**src/rtl/bram_fetch_ctrl_if.sv**
```systemverilog
// Bus bundle between the fetch engine, its controller, the frame BRAM and the line buffer.
// The slave modport is the fetch engine's view; master is the environment driving it.
interface bram_fetch_ctrl_if #(
  parameter int ADDR_W = 19,
  parameter int DATA_W = 8
);
  logic              fetch_run_i;
  logic [19:0]       cnt_len_i;
  logic              fetch_done_o;
  logic [9:0]        cnt_img_row_o;
  logic              bram_en_o;
  logic [ADDR_W-1:0] bram_addr_o;
  logic [DATA_W-1:0] bram_rdata_i;
  logic              buf_wr_en_o;
  logic [1:0]        buf_wr_row_o;
  logic [9:0]        buf_wr_col_o;
  logic [DATA_W-1:0] buf_wr_data_o;

  modport slave (
    input  fetch_run_i, cnt_len_i, bram_rdata_i,
    output fetch_done_o, cnt_img_row_o, bram_en_o, bram_addr_o,
           buf_wr_en_o, buf_wr_row_o, buf_wr_col_o, buf_wr_data_o
  );

  modport master (
    output fetch_run_i, cnt_len_i, bram_rdata_i,
    input  fetch_done_o, cnt_img_row_o, bram_en_o, bram_addr_o,
           buf_wr_en_o, buf_wr_row_o, buf_wr_col_o, buf_wr_data_o
  );
endinterface

```
**src/rtl/bram_fetch_ctrl.sv**
```systemverilog
// Fetch engine: streams a 3-row window from the frame BRAM into the line buffer,
// tagging each returning word with its buffer row/column via a latency-matched pipe.
module bram_fetch_ctrl #(
  parameter int MAX_ROW  = 540,
  parameter int MAX_COL  = 540,
  parameter int ADDR_W   = 19,
  parameter int DATA_W   = 8,
  parameter int BRAM_LAT = 2
) (
  input  logic           clk,
  input  logic           rst_n,
  bram_fetch_ctrl_if.slave bus
);
  localparam logic [2:0] S_IDLE     = 3'd0;
  localparam logic [2:0] S_ISSUE    = 3'd1;
  localparam logic [2:0] S_DRAIN    = 3'd2;
  localparam logic [2:0] S_DONE     = 3'd3;
  localparam logic [2:0] S_WAIT_LOW = 3'd4;

  localparam logic [19:0]       LEN_MAX  = 20'(3 * MAX_COL);
  localparam logic [9:0]        COL_LAST = 10'(MAX_COL - 1);
  localparam logic [9:0]        ROW_WRAP = 10'(MAX_ROW - 3);
  localparam logic [ADDR_W-1:0] COL_A    = ADDR_W'(MAX_COL);

  logic [2:0]        state_q, state_d;
  logic              first_q, first_d;
  logic [9:0]        row_q, row_d;
  logic [19:0]       len_q, len_d;
  logic [19:0]       cnt_q, cnt_d;
  logic              en_q, en_d;
  logic [ADDR_W-1:0] addr_q, addr_d;
  logic [9:0]        bcol_q, bcol_d;
  logic [1:0]        brow_q, brow_d;
  logic              done_q, done_d;
  logic              flush_s;
  logic [19:0]       len_cap_s;
  logic [9:0]        row_nxt_s;

  logic [BRAM_LAT-1:0]       vld_q;
  logic [BRAM_LAT-1:0]       vld_nxt_s;
  logic [BRAM_LAT-1:0][1:0]  prow_q;
  logic [BRAM_LAT-1:0][9:0]  pcol_q;
  logic [DATA_W-1:0]         wr_data_s;

  // Tag valids one cycle ahead: an all-zero value means the last write lands this cycle.
  assign vld_nxt_s = (vld_q << 1) | BRAM_LAT'(en_q);

  // Next-state, window bookkeeping and read-issue decode.
  always_comb begin
    state_d   = state_q;
    first_d   = first_q;
    row_d     = row_q;
    len_d     = len_q;
    cnt_d     = cnt_q;
    en_d      = 1'b0;
    addr_d    = '0;
    bcol_d    = bcol_q;
    brow_d    = brow_q;
    flush_s   = 1'b0;
    len_cap_s = (bus.cnt_len_i > LEN_MAX) ? LEN_MAX : bus.cnt_len_i;
    if (first_q) begin
      row_nxt_s = 10'd0;
    end else if (row_q == ROW_WRAP) begin
      row_nxt_s = 10'd0;
    end else begin
      row_nxt_s = row_q + 10'd1;
    end
    case (state_q)
      S_IDLE: begin
        if (bus.fetch_run_i) begin
          first_d = 1'b0;
          row_d   = row_nxt_s;
          len_d   = len_cap_s;
          cnt_d   = 20'd0;
          bcol_d  = 10'd0;
          brow_d  = 2'd0;
          if (len_cap_s == 20'd0) begin
            state_d = S_DONE;
          end else begin
            state_d = S_ISSUE;
            en_d    = 1'b1;
            addr_d  = ADDR_W'(row_nxt_s) * COL_A;
          end
        end else begin
          state_d = S_IDLE;
        end
      end
      S_ISSUE: begin
        if (!bus.fetch_run_i) begin
          state_d = S_IDLE;
          flush_s = 1'b1;
        end else begin
          cnt_d = cnt_q + 20'd1;
          // Column/row tag advance without a divider.
          if (bcol_q == COL_LAST) begin
            bcol_d = 10'd0;
            brow_d = brow_q + 2'd1;
          end else begin
            bcol_d = bcol_q + 10'd1;
          end
          if (cnt_q + 20'd1 == len_q) begin
            state_d = S_DRAIN;
          end else begin
            en_d   = 1'b1;
            addr_d = addr_q + ADDR_W'(1);
          end
        end
      end
      S_DRAIN: begin
        if (!bus.fetch_run_i) begin
          state_d = S_IDLE;
          flush_s = 1'b1;
        end else if (vld_nxt_s == '0) begin
          state_d = S_DONE;
        end else begin
          state_d = S_DRAIN;
        end
      end
      S_DONE: begin
        state_d = S_WAIT_LOW;
      end
      S_WAIT_LOW: begin
        if (!bus.fetch_run_i) begin
          state_d = S_IDLE;
        end else begin
          state_d = S_WAIT_LOW;
        end
      end
      default: begin
        state_d = S_IDLE;
        flush_s = 1'b1;
      end
    endcase
    done_d = (state_d == S_DONE);
  end

  // Control and output registers.
  always_ff @(posedge clk) begin
    if (!rst_n) begin
      state_q <= S_IDLE;
      first_q <= 1'b1;
      row_q   <= 10'd0;
      len_q   <= 20'd0;
      cnt_q   <= 20'd0;
      en_q    <= 1'b0;
      addr_q  <= '0;
      bcol_q  <= 10'd0;
      brow_q  <= 2'd0;
      done_q  <= 1'b0;
    end else begin
      state_q <= state_d;
      first_q <= first_d;
      row_q   <= row_d;
      len_q   <= len_d;
      cnt_q   <= cnt_d;
      en_q    <= en_d;
      addr_q  <= addr_d;
      bcol_q  <= bcol_d;
      brow_q  <= brow_d;
      done_q  <= done_d;
    end
  end

  // Tag pipe matching BRAM latency; idle slots carry zero tags so outputs stay clean.
  always_ff @(posedge clk) begin
    if (!rst_n || flush_s) begin
      vld_q  <= '0;
      prow_q <= '0;
      pcol_q <= '0;
    end else begin
      vld_q     <= vld_nxt_s;
      prow_q[0] <= en_q ? brow_q : 2'd0;
      pcol_q[0] <= en_q ? bcol_q : 10'd0;
      for (int i = 1; i < BRAM_LAT; i++) begin
        prow_q[i] <= prow_q[i-1];
        pcol_q[i] <= pcol_q[i-1];
      end
    end
  end

  assign wr_data_s = vld_q[BRAM_LAT-1] ? bus.bram_rdata_i : '0;

  assign bus.fetch_done_o  = done_q;
  assign bus.cnt_img_row_o = row_q;
  assign bus.bram_en_o     = en_q;
  assign bus.bram_addr_o   = addr_q;
  assign bus.buf_wr_en_o   = vld_q[BRAM_LAT-1];
  assign bus.buf_wr_row_o  = prow_q[BRAM_LAT-1];
  assign bus.buf_wr_col_o  = pcol_q[BRAM_LAT-1];
  assign bus.buf_wr_data_o = wr_data_s;
endmodule

```
**src/flat_wrapper.sv**
```systemverilog
// flat-port wrapper written by rule: the top's interface ports become plain ports
module bram_fetch_ctrl_flat 
#(
  parameter int MAX_ROW  = 540,
  parameter int MAX_COL  = 540,
  parameter int ADDR_W   = 19,
  parameter int DATA_W   = 8,
  parameter int BRAM_LAT = 2
)
  (clk, rst_n, bus_fetch_run_i, bus_cnt_len_i, bus_bram_rdata_i, bus_fetch_done_o, bus_cnt_img_row_o, bus_bram_en_o, bus_bram_addr_o, bus_buf_wr_en_o, bus_buf_wr_row_o, bus_buf_wr_col_o, bus_buf_wr_data_o);
  bram_fetch_ctrl_if #(.ADDR_W(ADDR_W), .DATA_W(DATA_W)) bus_i ();
  input  logic clk;
  input  logic rst_n;
  input wire logic [$bits(bus_i.fetch_run_i)-1:0] bus_fetch_run_i;
  input wire logic [$bits(bus_i.cnt_len_i)-1:0] bus_cnt_len_i;
  input wire logic [$bits(bus_i.bram_rdata_i)-1:0] bus_bram_rdata_i;
  output wire logic [$bits(bus_i.fetch_done_o)-1:0] bus_fetch_done_o;
  output wire logic [$bits(bus_i.cnt_img_row_o)-1:0] bus_cnt_img_row_o;
  output wire logic [$bits(bus_i.bram_en_o)-1:0] bus_bram_en_o;
  output wire logic [$bits(bus_i.bram_addr_o)-1:0] bus_bram_addr_o;
  output wire logic [$bits(bus_i.buf_wr_en_o)-1:0] bus_buf_wr_en_o;
  output wire logic [$bits(bus_i.buf_wr_row_o)-1:0] bus_buf_wr_row_o;
  output wire logic [$bits(bus_i.buf_wr_col_o)-1:0] bus_buf_wr_col_o;
  output wire logic [$bits(bus_i.buf_wr_data_o)-1:0] bus_buf_wr_data_o;
  assign bus_i.fetch_run_i = bus_fetch_run_i;
  assign bus_i.cnt_len_i = bus_cnt_len_i;
  assign bus_i.bram_rdata_i = bus_bram_rdata_i;
  assign bus_fetch_done_o = bus_i.fetch_done_o;
  assign bus_cnt_img_row_o = bus_i.cnt_img_row_o;
  assign bus_bram_en_o = bus_i.bram_en_o;
  assign bus_bram_addr_o = bus_i.bram_addr_o;
  assign bus_buf_wr_en_o = bus_i.buf_wr_en_o;
  assign bus_buf_wr_row_o = bus_i.buf_wr_row_o;
  assign bus_buf_wr_col_o = bus_i.buf_wr_col_o;
  assign bus_buf_wr_data_o = bus_i.buf_wr_data_o;
  bram_fetch_ctrl #(.MAX_ROW(MAX_ROW), .MAX_COL(MAX_COL), .ADDR_W(ADDR_W), .DATA_W(DATA_W), .BRAM_LAT(BRAM_LAT)) u_core (.clk(clk), .rst_n(rst_n), .bus(bus_i));
endmodule
```
**config.mk**
```make
export PLATFORM = sky130hd
export DESIGN_NAME = bram_fetch_ctrl_flat
export DESIGN_NICKNAME = d
export VERILOG_FILES = /design/src/rtl/bram_fetch_ctrl_if.sv /design/src/rtl/bram_fetch_ctrl.sv /design/src/flat_wrapper.sv
export SDC_FILE = /design/constraint.sdc
export NUM_CORES = 1
export LEC_CHECK = 0
export BUFFER_PORTS_ARGS = -buffer_cell sky130_fd_sc_hd__buf_2
export CAP_MARGIN = 20
export CORE_MARGIN = 4
export CORE_UTILIZATION = 40
export DETAILED_ROUTE_END_ITERATION = 10
export PLACE_DENSITY_LB_ADDON = 0.12
export SLEW_MARGIN = 20
export SYNTH_ARGS = -nofsm -noshare
export SYNTH_HDL_FRONTEND = slang
export SYNTH_SLANG_ARGS = --single-unit
```
**constraint.sdc**
```tcl
create_clock -name clk -period 6.6 [get_ports clk]
set_input_delay 0.66 -clock clk [delete_from_list [all_inputs] [get_ports clk]]
set_output_delay 0.66 -clock clk [all_outputs]
set_load 0.02 [all_outputs]
```
# Yosys cells after proc, flatten, opt, wreduce, memory -nomap -nowiden
# Cells that the tools add are included.
[op_classes] addsub=5 multipliers=1 div=0 order_cmp=1 n_eq_ne=11 n_shift=0 muxes=35 n_bitwise=2 reduce_logical=12
[op_table] operator="2-to-1 mux 19 bit" count=4
[op_table] operator="2-to-1 mux 20 bit" count=3
[op_table] operator="2-to-1 mux 10 bit" count=5
[op_table] operator="case mux 20 bit (2 select lines)" count=1
[op_table] operator="case mux 19 bit (2 select lines)" count=1
[op_table] operator="adder 10 x 1 -> 10 bit, second input constant" count=2
[op_table] operator="adder 20 x 1 -> 20 bit, second input constant" count=1
[op_table] operator="equality test 10 bit, second input constant" count=2
[op_table] operator="equality test 20 bit" count=1
[op_table] operator="greater-than comparator 20 x 11 -> 1 bit, second input constant" count=1
[op_table] operator="zero test 20 bit" count=1
[op_table] operator="case mux 10 bit (2 select lines)" count=1
[op_table] operator="adder 19 x 1 -> 19 bit, second input constant" count=1
[op_table] operator="multiplier 10 x 8 -> 17 bit, second input constant" count=1
[op_table] operator="case mux 3 bit (5 select lines)" count=1
[op_table] operator="2-to-1 mux 3 bit" count=4
[op_table] operator="2-to-1 mux 2 bit" count=5
[op_table] operator="equality test 3 x 2 -> 1 bit, second input constant" count=3
[op_table] operator="2-to-1 mux 8 bit" count=1
[op_table] operator="2-to-1 mux 1 bit" count=6
[op_table] operator="!= test 2 bit, second input constant" count=2
[op_table] operator="case mux 1 bit (2 select lines)" count=2
[op_table] operator="case mux 2 bit (2 select lines)" count=1
[op_table] operator="AND reduction 4 bit" count=1
[op_table] operator="other kinds (15)" count=16
[totals] regBits=113 latchBits=0 mem_bits_rw=0 rom_bits=0 input_bits=31 output_inout_bits=52 mem_count=0

# Longest topological paths before layout
# Gate-level depths: netlist (run 1).
[depth] ltp_word=7 depth_mapped=22 depth_no_buf=21

# Worst setup path after synthesis (run 1)
# Ideal clock, no wire load.
[synth_timing] path_type="register -> register" from="register u_core.row_q[1] (netlist: u_core.bus.cnt_img_row_o[1])" to="register u_core.addr_q[15] (netlist: u_core.bus.bram_addr_o[15])" setup_time_ps=128 arrival_ps=4754 required_ps=6472 slack_ps=1718 path_stages_with_launch=23 cell_sequence="dfxtp_1 -> inv_1 -> ha_1 -> nand2_1 -> nor3_1 -> a31o_2 -> clkbuf_1 -> nor2_1 -> ha_1 -> ha_1 -> inv_1 -> fa_1 -> inv_1 -> ha_1 -> fa_1 -> a21o_1 -> a21oi_1 -> o21bai_1 -> a2111o_1 -> a31o_2 -> a21oi_1 -> xor2_1 -> o22ai_1"
[synth_via] elab_chain_len=7 word_cells_on_any_way=8 cone_classes="add/sub: 1; mul: 1; eq/ne: 1; mux: 5"
[synth_lines] item="start: declaration" line_no="bram_fetch_ctrl.sv:27" text="logic [9:0] row_q, row_d;"
[synth_lines] item="start signal: assignment" line_no="bram_fetch_ctrl.sv:153" text="row_q <= row_d;"
[synth_lines] item="adder 10 x 1 -> 10 bit / equality test 10 bit (equally long branches)" line_no="bram_fetch_ctrl.sv:66, bram_fetch_ctrl.sv:63"
[synth_lines] item="2-to-1 mux 10 bit *" line_no="bram_fetch_ctrl.sv:63" text="end else if (row_q == ROW_WRAP) begin"
[synth_lines] item="2-to-1 mux 10 bit *" line_no="bram_fetch_ctrl.sv:61" text="if (first_q) begin"
[synth_lines] item="named net u_core.row_nxt_s[2]" line_no="bram_fetch_ctrl.sv:37" text="logic [9:0] row_nxt_s;"
[synth_lines] item="multiplier 10 x 8 -> 17 bit *" line_no="bram_fetch_ctrl.sv:82" text="addr_d = ADDR_W'(row_nxt_s) * COL_A;"
[synth_lines] item="2-to-1 mux 19 bit *" line_no="bram_fetch_ctrl.sv:77" text="if (len_cap_s == 20'd0) begin"
[synth_lines] item="2-to-1 mux 19 bit *" line_no="bram_fetch_ctrl.sv:70" text="if (bus.fetch_run_i) begin"
[synth_lines] item="case mux 19 bit (2 select lines) *" line_no="bram_fetch_ctrl.sv:68" text="case (state_q)"
[synth_lines] item="end signal: assignment" line_no="bram_fetch_ctrl.sv:157" text="addr_q <= addr_d;"
[synth_lines] item="end: declaration" line_no="bram_fetch_ctrl.sv:31" text="logic [ADDR_W-1:0] addr_q, addr_d;"
# The timed path passes the listed nets; every way through them passes the cells marked *.
# A chain may end at the register's enable or synchronous reset.

# Worst setup path after layout (run 1)
[layout_timing] from="register u_core.row_q[1] (netlist: u_core.bus.cnt_img_row_o[1])" to="register u_core.addr_q[17] (netlist: u_core.bus.bram_addr_o[17])"
# Same word-level chain as after synthesis.

==> flow_metrics.py, run 1 <==
metrics = {
    "run_status": {
        "status": "completed",
    },
    "grt": {
        "grt-ovfl-total": 0,
        "grt_pass1_wl_um": 27700,
        "grt_max_degree": 70,
        "first_global_vias": 5647,
        "antenna_found_initial": 0,
        "grt_usage_pct": 18.3,
    },
    "sta": {
        "relSlewSlack_pct": 33.3,
        "fin_worst_skew_ns": 0.00876,
        "hold_viol": 0,
        "fin_ws_ns": 1.45,
        "min_period_over_period_pct": 78.0,
        "clock.fmax_ghz": 0.194,
        "worstMarginPinSlew_ns": 1.00,
        "setup_viol": 0,
        "timing.setup.tns_ns": 0,
        "fin_crit_ns": 5.15,
        "drv_slew": 0,
        "rsz0062_at_grt": "no",
    },
    "cells_and_area": {
        "layout.cells.non_filler": 1083,
        "area_growth_pct": 15.5,
        "final-seq-area_sq_um": 2260,
        "multi_input_area_sq_um": 4030,
        "antenna_cells": 0,
        "drive_above_1_share_pct": 15.3,
        "nets": 936,
        "fillCellCount": 1609,
        "fin_util_pct": 47.1,
    },
    "route": {
        "drt_iter0_markers": 343,
        "vias_per_cell": 5.33,
        "ant_nets": 0,
        "drt-pass1-iter-count": 5,
        "avgRoutedWirePerCell_um": 15.5,
        "drt_wl_total_um": 16800,
        "vias": 5776,
        "drc": 0,
    },
    "worst_hold_path": {
        "min_from": "u_core.prow_q[1]$_SDFF_PP0_",
        "min_path_cells": 1,
        "hold_path_class": "reg -> reg",
        "whs_endpoint": "u_core.bus.buf_wr_row_o[1]$_SDFF_PP0_",
    },
    "die": {
        "io_pins": 83,
        "initial_core_util_pct": 40.8,
        "die_w_um": 138,
        "coreArea_sq_um": 16500,
        "die_h_um": 138,
        "rows": 47,
        "die_area_sq_um": 19000,
    },
    "worst_setup_path": {
        "critPathLaunchType": "flip-flop",
        "worstPathCellList": "inv_1, ha_1, nand2_1, nor3_1, a31o_2, nor2_1, ha_1, ha_1, inv_1, fa_1, inv_1, ha_1, fa_1, a21o_1, a21oi_1, o21bai_1, a2111o_1, and3_1, o21ai_0, xor2_1, o22ai_1",
        "worst-path-max-fanout": 10,
        "r2r_end": "u_core.bus.bram_addr_o[17]$_SDFF_PN0_",
        "cp_data_required_time_ns": 6.86,
        "slowest_stage": "fa_1",
        "rrSetupSlack_ns": 1.45,
        "crit_family": "adder cells",
        "crit_type": "reg -> reg",
        "worst_setup_path_end_kind": "flip-flop",
        "cp_num_buf_inv": 3,
        "critical_path.max_stage_delay_ns": 0.54,
        "rr_worst_depth": 21,
        "crit_top_cell": "ha_1",
        "r2r-start": "u_core.bus.cnt_img_row_o[1]$_SDFFE_PN0P_",
        "arrival_ns": 5.40,
    },
    "placement": {
        "numPlacedInstances": 1053,
        "globalplace.congestion": 0.860,
        "dp_slack_ns": 1.46,
        "port_buffers": 82,
        "hpwl_um": 12300,
    },
    "logic_synthesis": {
        "synthXorXnorAreaFrac_pct": 7.93,
        "yosysWarnings": 0,
        "synth_cell_type_count": 63,
        "synth_top_family_by_area": "simple AND/OR/NAND/NOR gates",
        "synth_area_leader_cell": "dfxtp_1",
        "synth_flop_cell": "dfxtp_1",
        "synthArstFlopShare_pct": 0,
        "yosys.area_share.simple_pct": 25.3,
        "synthCells": 798,
        "ys_ff_latch": 113,
        "ys_seq_area_share_pct": 33.6,
        "synth-edff-count": 0,
        "syn_area_per_cell_sq_um": 8.44,
        "synth.area.top_cells": "dfxtp_1 (34%), ha_1 (7.6%), xor2_1 (5.1%)",
        "syn_area_sq_um": 6730,
        "synth_compound_area_share_pct": 15.0,
        "syn_nets": 882,
        "synth_top_area_share_pct": 33.6,
        "synth.mux.area_fraction_pct": 0.465,
        "yosys.area_share.adder_pct": 11.2,
    },
    "clock_network": {
        "cts_root_buf": "clkbuf_16",
        "numCtsBuffers": 17,
        "clock-sinks": 113,
        "cts_resized": 0,
        "insertion_delay_ns": 0.41,
        "postCtsHoldBufs": 0,
        "clkSlewWorstSetupHoldPaths_ns": 0.05,
        "clockBufferDepth": 2,
        "cts_tree": "built",
        "htreeDepth": 4,
        "cts_setup_buffers": 0,
    },
    "pwr": {
        "total_power_mw": 1.71,
        "ir_worst_vdd_mv": 0.184,
        "power.density_nw_per_um2": 219,
        "leakage_nw": 3.42,
    },
    "job": {
        "drv_cap": 0,
    },
}
[sequential cells by signal, indices dropped and copies added (netlist names)]
name and cells:
u_core.brow_q 2, u_core.bus.buf_wr_col_o 10, u_core.pcol_q 10, u_core.bus.bram_en_o 1, u_core.bus.bram_addr_o 19, u_core.prow_q 2
u_core.bcol_q 10, u_core.bus.buf_wr_row_o 2, u_core.vld_q 2, u_core.bus.cnt_img_row_o 10, u_core.cnt_q 20, u_core.len_q 20
u_core.bus.fetch_done_o 1, u_core.state_q 3, u_core.first_q 1
[synth_stat cells (8+ instances only)]
master,count
a21boi_0,13
a21oi_1,31
and2_1,28
and3_1,42
buf_2,8
buf_4,12
clkbuf_1,29
dfxtp_1,113
fa_1,12
ha_1,41
inv_1,50
nand2_1,69
nand2b_1,8
nand3_1,31
nand4_1,12
nor2_1,45
nor2b_1,18
nor3_1,18
o21ai_0,40
o22ai_1,17
xnor2_1,22
xor2_1,39
[layout by cell type, fill, tap and decap left out, drive strengths merged, types with 12 or more instances in the layout]
master and n:
a21boi 13, a21oi 31, and2 28, and3 42, buf 86, clkbuf 19
dfxtp 113, fa 12, ha 41, inv 50, nand2 70, nand3 32
nand4 15, nor2 45, nor2b 18, nor3 18, o21ai 41, o22ai 17
xnor2 22, xor2 39
[cell families (layout without fill, tap and decap cells)]
kind of cell | after synthesis | count (layout)
simple gates | 312 | 312
compound gates | 155 | 155
flops | 113 | 113
buf+inv | 101 | 166
xor+xnor | 61 | 61
fa+ha+maj | 53 | 53
mux | 3 | 3
[stage by stage]
step / hold slack [ns] / instance area [sq um]
floorplan: 0.437 / 6730
global placement: 0.446 / 7200
detailed placement: 0.444 / 7200
CTS: 0.456 / 7780
global route: 0.477 / 7780
finish: 0.455 / 7780
[cell type report]
cell class / instances / area share, %
flip-flops and latches: 113 / 29.1
clock buffers: 19 / 5.69
multi-input cells: 584 / 51.8
repair buffers: 86 / 5.66
well taps: 220 / 3.54
inverters: 50 / 2.41
clock inverters: 11 / 1.80
[metal layers]
metal / track usage [%] / part of all wire [%] / wire [um] / vias up
met3: 4.46 / 3.9 / 659 / 13
met2: 30.5 / 50 / 8400 / 110
met5: 0 / 0 / 0 / -
met4: 5.10 / 1.0 / 172 / 0
li1: - / - / - / 2898
met1: 23.7 / 45 / 7600 / 2755
[power by group]
group / switching [mW] / leakage (nW) / internal [mW]
clock: 0.318 / 0.276 / 0.595
combinational: 0.0573 / 2.24 / 0.0338
sequential: 0.0114 / 0.913 / 0.691
[worst max-delay path by stage]
stage / from / to / cells past startpoint
floorplan: u_core.bus.cnt_img_row_o[1]$_SDFFE_PN0P_ / u_core.bus.bram_addr_o[15]$_SDFF_PN0_ / 22
global placement: u_core.bus.cnt_img_row_o[1]$_SDFFE_PN0P_ / u_core.bus.bram_addr_o[15]$_SDFF_PN0_ / 21
detailed placement: u_core.bus.cnt_img_row_o[1]$_SDFFE_PN0P_ / u_core.bus.bram_addr_o[17]$_SDFF_PN0_ / 21
CTS: u_core.bus.cnt_img_row_o[1]$_SDFFE_PN0P_ / u_core.bus.bram_addr_o[17]$_SDFF_PN0_ / 21
global route: u_core.bus.cnt_img_row_o[1]$_SDFFE_PN0P_ / u_core.bus.bram_addr_o[15]$_SDFF_PN0_ / 21
finish: u_core.bus.cnt_img_row_o[1]$_SDFFE_PN0P_ / u_core.bus.bram_addr_o[17]$_SDFF_PN0_ / 21
Note: power is estimated with default switching activity, not from simulation.
==> run 2, diff against run 1 <==
ABC_AREA = 1   (was unset)
clock period = 4.19 ns   (was 6.6 ns; I/O delays follow)
==> run 2 against run 1 <==
Net effect: clock power up 49%; sequential share of layout area down 2.7 points; clock-buffer cell count down 2; sequential power up 60%; non-clock buffer count up 32; critical endpoint unchanged; largest cell class unchanged; highest routed layer unchanged.
==> flow_metrics.py, run 2 <==
metrics = {
    "worst_setup_path": {
        "critical_path.max_stage_delay_ns": 0.52,
        "cp_data_required_time_ns": 4.47,
        "worst-path-max-fanout": 6,
        "cp_num_buf_inv": 5,
        "crit_type": "reg -> reg",
        "crit_start": "u_core.bus.cnt_img_row_o[2]$_SDFFE_PN0P_",
        "arrival_ns": 4.30,
        "slowest_stage": "fa_1",
        "critPathLaunchType": "flip-flop",
        "worstPathCellList": "buf_6, nor4_4, nand4_1, nand2_2, inv_2, nand2_2, inv_2, ha_1, ha_1, inv_1, fa_1, inv_1, ha_2, fa_2, nand3_1, nand2_1, nand3_1, o2111ai_2, or2_2, nand4_1, a21oi_1",
        "worst_setup_path_end_kind": "flip-flop",
        "crit_family": "adder cells",
        "r2r-start": "u_core.bus.cnt_img_row_o[2]$_SDFFE_PN0P_",
    },
    "cells_and_area": {
        "drive_above_1_share_pct": 19.8,
        "nets": 1201,
        "final_cell_mix": "nand2_1 (192), inv_1 (157), dfxtp_1 (109)",
        "layout.cells.non_filler": 1355,
        "area_growth_pct": 22.7,
        "antenna_cells": 0,
        "layout_commonest_cell": "nand2_1",
        "fin_area_sq_um": 8610,
        "fillCellCount": 1730,
    },
    "pwr": {
        "ir_worst_vdd_mv": 0.314,
        "power.density_nw_per_um2": 320,
        "leakage_nw": 3.80,
        "total_power_mw": 2.75,
    },
    "logic_synthesis": {
        "synth.most_common_cell": "nand2_1",
        "ys_seq_area_share_pct": 32.2,
        "synth.area.top_cells": "dfxtp_1 (32%), nand2_1 (11%), inv_1 (9.0%)",
        "syn_area_per_cell_sq_um": 6.89,
        "synth_flop_cell": "dfxtp_1",
        "synth_cell_type_count": 41,
        "synth_top_area_share_pct": 32.2,
        "syn_area_sq_um": 7020,
        "synth_area_leader_cell": "dfxtp_1",
        "synthCells": 1019,
        "syn_nets": 1103,
        "yosysWarnings": 0,
        "ys_ff_latch": 113,
        "synth-edff-count": 0,
        "synthArstFlopShare_pct": 0,
        "ys_top_cells_by_count": "nand2_1 (198), inv_1 (169), dfxtp_1 (113)",
    },
    "job": {
        "drv_cap": 0,
    },
    "clock_network": {
        "numCtsBuffers": 17,
        "clock-sinks": 113,
        "clkSlewWorstSetupHoldPaths_ns": 0.06,
        "insertion_delay_ns": 0.42,
        "htreeDepth": 4,
        "cts_tree": "built",
        "clockBufferDepth": 2,
        "cts_root_buf": "clkbuf_16",
    },
    "sta": {
        "min_period_over_period_pct": 96.0,
        "worstMarginPinSlew_ns": 0.722,
        "setup_viol": 0,
        "relSlewSlack_pct": 51.8,
        "drv_slew": 0,
        "fin_crit_ns": 4.02,
        "fin_ws_ns": 0.169,
        "clock.fmax_ghz": 0.249,
        "rsz0062_at_grt": "yes",
        "hold_viol": 0,
        "fin_worst_skew_ns": 0.00518,
    },
    "grt": {
        "grt_max_degree": 31,
        "grt-ovfl-total": 0,
        "grt_usage_pct": 19.4,
        "first_global_vias": 6502,
        "antenna_found_initial": 0,
        "grt_pass1_wl_um": 31500,
    },
    "placement": {
        "port_buffers": 82,
        "placed_cell_area_sq_um": 7720,
        "dp_slack_ns": -0.0652,
        "numPlacedInstances": 1316,
        "hpwl_um": 13600,
        "globalplace.congestion": 0.875,
    },
    "die": {
        "die_h_um": 140,
        "initial_core_util_pct": 40.7,
        "die_area_sq_um": 19700,
        "coreArea_sq_um": 17200,
        "io_pins": 83,
        "rows": 48,
        "die_w_um": 140,
    },
    "route": {
        "ant_nets": 0,
        "vias_per_cell": 4.94,
        "drt_wl_total_um": 18800,
        "avgRoutedWirePerCell_um": 13.9,
        "drt-pass1-iter-count": 6,
        "vias": 6688,
        "drc": 0,
        "drt_iter0_markers": 359,
    },
    "worst_hold_path": {
        "min_from": "bus_cnt_len_i[3]",
        "hold_path_class": "in -> reg",
    },
    "run_status": {
        "status": "completed",
    },
}
[run 2: changes by cell type after synthesis, moves of 13 or more]
cell,change
and3_1,-40
nand3_1,+62
nor2_1,+64
xor2_1,-17
and2_1,-27
inv_1,+119
nand2_1,+129
nor2b_1,-18
nand3b_1,+17
a21boi_0,-13
a21oi_1,+28
xnor2_1,-15
[run 2: where the power goes]
group	total, mW	internal (mW)	switching, mW
logic	0.279	0.101	0.178
registers	1.12	1.09	0.0213
clock network	1.36	0.773	0.587
[run 2: tightest hold or removal path: cells and delay by family]
kind	cells	cell delay (ns)
buffers and inverters	1	0.11
AOI/OAI and AO/OA	1	0.06
and+or+nand+nor	1	0.08
[run 2: path summary, 6_finish.rpt]
path | end | slack [ns] | depth (start not counted)
setup / recovery | u_core.bus.bram_addr_o[17]$_SDFF_PN0_ | 0.17 | 21
hold / removal | u_core.len_q[3]$_SDFFE_PN0P_ | 0.29 | 3
setup reg to reg | u_core.bus.bram_addr_o[17]$_SDFF_PN0_ | 0.17 | 21
hold reg to reg | u_core.bus.buf_wr_col_o[4]$_SDFF_PP0_ | 0.41 | 2
[run 2: through the flow]
step	utilization (%)	TNS [ns]	hold WS [ns]
6_report	49.9	0	0.292
5_1_grt	49.9	-0.115	0.281
4_1_cts	48.1	0	0.275
3_5_place_dp	44.8	-0.124	0.398
3_3_place_gp	44.8	-0.000425	0.396
2_1_floorplan	-	0	0.394
[run 2: kinds of logic (layout without fill, tap and decap cells)]
family                   after synthesis  after routing  share of synthesized area (%)
AND/OR/NAND/NOR                      489            489                           31.2
adder cells (fa/ha/maj)               53             53                           10.7
AO/OA/AOI/OAI                        126            126                           10.0
XOR/XNOR                              29             29                           3.62
buffers and inverters                209            320                           12.1
flip-flops                           113            113                           32.2
[run 2: cell type report]
| cell class | instances | area (sq um) | share of cell area (%) |
|---|---|---|---|
| Tap cell | 225 | 282 | 3.27 |
| Clock buffer | 17 | 425 | 4.94 |
| Timing Repair Buffer | 118 | 696 | 8.08 |
| Multi-Input combinational cell | 697 | 4170 | 48.5 |
| Clock inverter | 15 | 128 | 1.48 |
| Sequential cell | 113 | 2270 | 26.4 |
| Inverter | 170 | 638 | 7.41 |
[run 2: repair_timing]
item                                   4_1_cts  5_1_grt
endpoints found under the hold margin        0        0
hold buffers                                 0        0
pin swaps                                    1       27
setup endpoints to repair                    5       10
resized for setup                            6       62
setup buffers                                0        7
[run 2: routing by layer]
layer | track usage [%] | part of all wire (%)
met2 | 33.2 | 49
met4 | 5.35 | 1.5
met3 | 4.47 | 4.0
met5 | 0 | 0
met1 | 24.6 | 46
==> run 3, diff against run 2 <==
BUFFER_PORTS_ARGS = -buffer_cell sky130_fd_sc_hd__clkbuf_2   (was -buffer_cell sky130_fd_sc_hd__buf_2)
==> run 3 against run 2 <==
Net effect: die area did not move; worst hold slack worse by 0.0028 ns; worst setup slack better by 0.013 ns; clock-buffer cell count up 1; sequential power barely moved; via count rose by 1.1%; first-iteration DRC count stayed put; largest power group unchanged.
==> flow_metrics.py, run 3 (synthesized netlist as in run 2, its figures left out) <==
metrics = {
    "grt": {
        "grt_pass1_wl_um": 31200,
        "grt-ovfl-total": 0,
        "grt_max_degree": 47,
        "antenna_found_initial": 0,
        "grt_usage_pct": 19.3,
        "first_global_vias": 6494,
    },
    "pwr": {
        "power_switching_share_pct": 26.4,
        "pwr-share-comb_pct": 9.8,
        "intPower_mw": 2.08,
        "p_seq_share_pct": 39.5,
        "clkPwrFrac_pct": 50.7,
        "p_sw_mw": 0.746,
        "leakage_nw": 3.82,
        "ir_worst_vdd_mv": 0.284,
        "power.density_nw_per_um2": 326,
    },
    "worst_hold_path": {
        "min_from": "bus_cnt_len_i[7]",
        "hold_path_class": "in -> reg",
        "min_path_cells": 3,
    },
    "run_status": {
        "status": "completed",
    },
    "worst_setup_path": {
        "worst_setup_path_end_kind": "flip-flop",
        "crit_type": "reg -> reg",
        "slowest_stage": "fa_1",
        "crit_top_cell": "nand2_2",
        "worst-path-max-fanout": 6,
        "r2r-start": "u_core.bus.cnt_img_row_o[2]$_SDFFE_PN0P_",
        "cp_data_required_time_ns": 4.47,
        "rr_worst_depth": 21,
        "crit_family": "adder cells",
        "critical_path.max_stage_delay_ns": 0.52,
        "cp.depth": 21,
        "critPathLaunchType": "flip-flop",
        "crit_start": "u_core.bus.cnt_img_row_o[2]$_SDFFE_PN0P_",
        "cp_num_buf_inv": 5,
        "arrival_ns": 4.29,
        "worstPathCellList": "buf_6, nor4_4, nand4_1, nand2_2, inv_2, nand2_2, inv_2, ha_1, ha_1, inv_1, fa_1, inv_1, ha_2, fa_2, nand3_1, nand2_2, nand3_2, o2111ai_2, or2_2, nand4_1, a21oi_1",
    },
    "sta": {
        "fin_crit_ns": 4.01,
        "hold_viol": 0,
        "drv_slew": 0,
        "setup_viol": 0,
        "fin_worst_skew_ns": 0.0116,
        "rsz0062_at_grt": "yes",
        "worstMarginPinSlew_ns": 0.823,
        "min_period_over_period_pct": 95.7,
        "fin_ws_ns": 0.181,
        "clock.fmax_ghz": 0.249,
        "relSlewSlack_pct": 45.0,
    },
    "route": {
        "ant_nets": 0,
        "vias": 6764,
        "vias_per_cell": 4.97,
        "drt_wl_total_um": 18700,
        "avgRoutedWirePerCell_um": 13.7,
        "drt-pass1-iter-count": 5,
        "drt_iter0_markers": 359,
        "drc": 0,
    },
    "clock_network": {
        "postCtsHoldBufs": 0,
        "numCtsBuffers": 17,
        "clkSlewWorstSetupHoldPaths_ns": 0.06,
        "clock-sinks": 113,
        "insertion_delay_ns": 0.42,
        "cts_tree": "built",
        "clockBufferDepth": 2,
        "htreeDepth": 4,
        "cts_root_buf": "clkbuf_16",
    },
    "cells_and_area": {
        "fillCellCount": 1765,
        "nets": 1206,
        "layout.cells.non_filler": 1360,
        "drive_above_1_share_pct": 19.8,
        "layout_commonest_cell": "nand2_1",
        "final_cell_mix": "nand2_1 (189), inv_1 (162), dfxtp_1 (109)",
        "area_growth_pct": 23.3,
        "fin_area_sq_um": 8650,
        "antenna_cells": 0,
    },
    "placement": {
        "placed_cell_area_sq_um": 7750,
        "globalplace.congestion": 0.893,
        "numPlacedInstances": 1320,
        "hpwl_um": 13700,
        "port_buffers": 82,
        "dp_slack_ns": -0.0214,
    },
    "die": {
        "coreArea_sq_um": 17200,
        "die_w_um": 140,
        "rows": 48,
        "initial_core_util_pct": 40.7,
        "die_area_sq_um": 19700,
        "io_pins": 83,
        "die_h_um": 140,
    },
    "job": {
        "drv_cap": 0,
    },
}
==> run 3: changes by cell type in the layout (fill, tap and decap cells not counted), sizes merged <==
cell	change
buf	-77
bufinv	+2
clkbuf	+83
clkinv	+1
clkinvlp	-1
inv	-3
==> run 3: final timing paths <==
path	slack (ns)	to
worst max-delay path	0.18	u_core.bus.bram_addr_o[17]$_SDFF_PN0_
worst min-delay path	0.29	u_core.len_q[7]$_SDFFE_PN0P_
worst max register to register	0.18	u_core.bus.bram_addr_o[17]$_SDFF_PN0_
worst min register to register	0.41	u_core.bus.buf_wr_col_o[9]$_SDFF_PP0_
==> run 3: power groups by stage <==
stage | clock [mW] | combinational [mW] | sequential, mW
after floorplan | 0 | 0.148 | 1.15
after global placement | 0 | 0.253 | 1.14
after detailed placement | 0 | 0.254 | 1.14
after CTS | 1.46 | 0.255 | 1.12
after global routing | 1.51 | 0.312 | 1.12
final | 1.43 | 0.277 | 1.12
==> run 3: area by class of cell <==
class	instances	area [sq um]	share of cell area [%]
multi-input cells	697	4150	47.9
flip-flops and latches	113	2270	26.2
repair buffers	123	729	8.43
inverters	170	638	7.38
clock buffers	18	429	4.96
well taps	225	282	3.25
clock inverters	14	155	1.79
==> run 3: timing repair <==
item,4_1_cts,5_1_grt
endpoints found under the setup margin,3,8
buffers inserted,0,8
gates resized for setup,3,59
cloned,0,0
pin swaps,0,29
==> run 3: worst reg2reg max path: stages, from the launching register on <==
cell       delay, ns
dfxtp_2         0.33
buf_6           0.13
nor4_4          0.27
nand4_1         0.14
nand2_2         0.16
inv_2           0.06
nand2_2         0.07
inv_2           0.08
ha_1            0.31
ha_1            0.28
inv_1           0.05
fa_1            0.52
inv_1           0.04
ha_2            0.19
fa_2            0.39
nand3_1         0.11
nand2_2         0.08
nand3_2         0.08
o2111ai_2       0.13
or2_2           0.29
nand4_1         0.09
a21oi_1         0.08
==> run 3: through the flow <==
| stage | TNS [ns] | power (mW) | util (%) | hold WS (ns) |
|---|---|---|---|---|
| after floorplan | 0 | 1.30 | - | 0.394 |
| after global placement | 0 | 1.39 | 45.0 | 0.397 |
| after detailed placement | -0.0296 | 1.39 | 45.0 | 0.398 |
| after CTS | 0 | 2.83 | 48.4 | 0.277 |
| after global routing | -0.145 | 2.94 | 50.2 | 0.291 |
| final | 0 | 2.82 | 50.2 | 0.289 |
==> run 3: layer usage <==
metal	track usage [%]	share of wire, %
met5	0	0
met4	5.81	1.5
met3	3.72	3.3
met2	33.4	50
met1	24.3	45
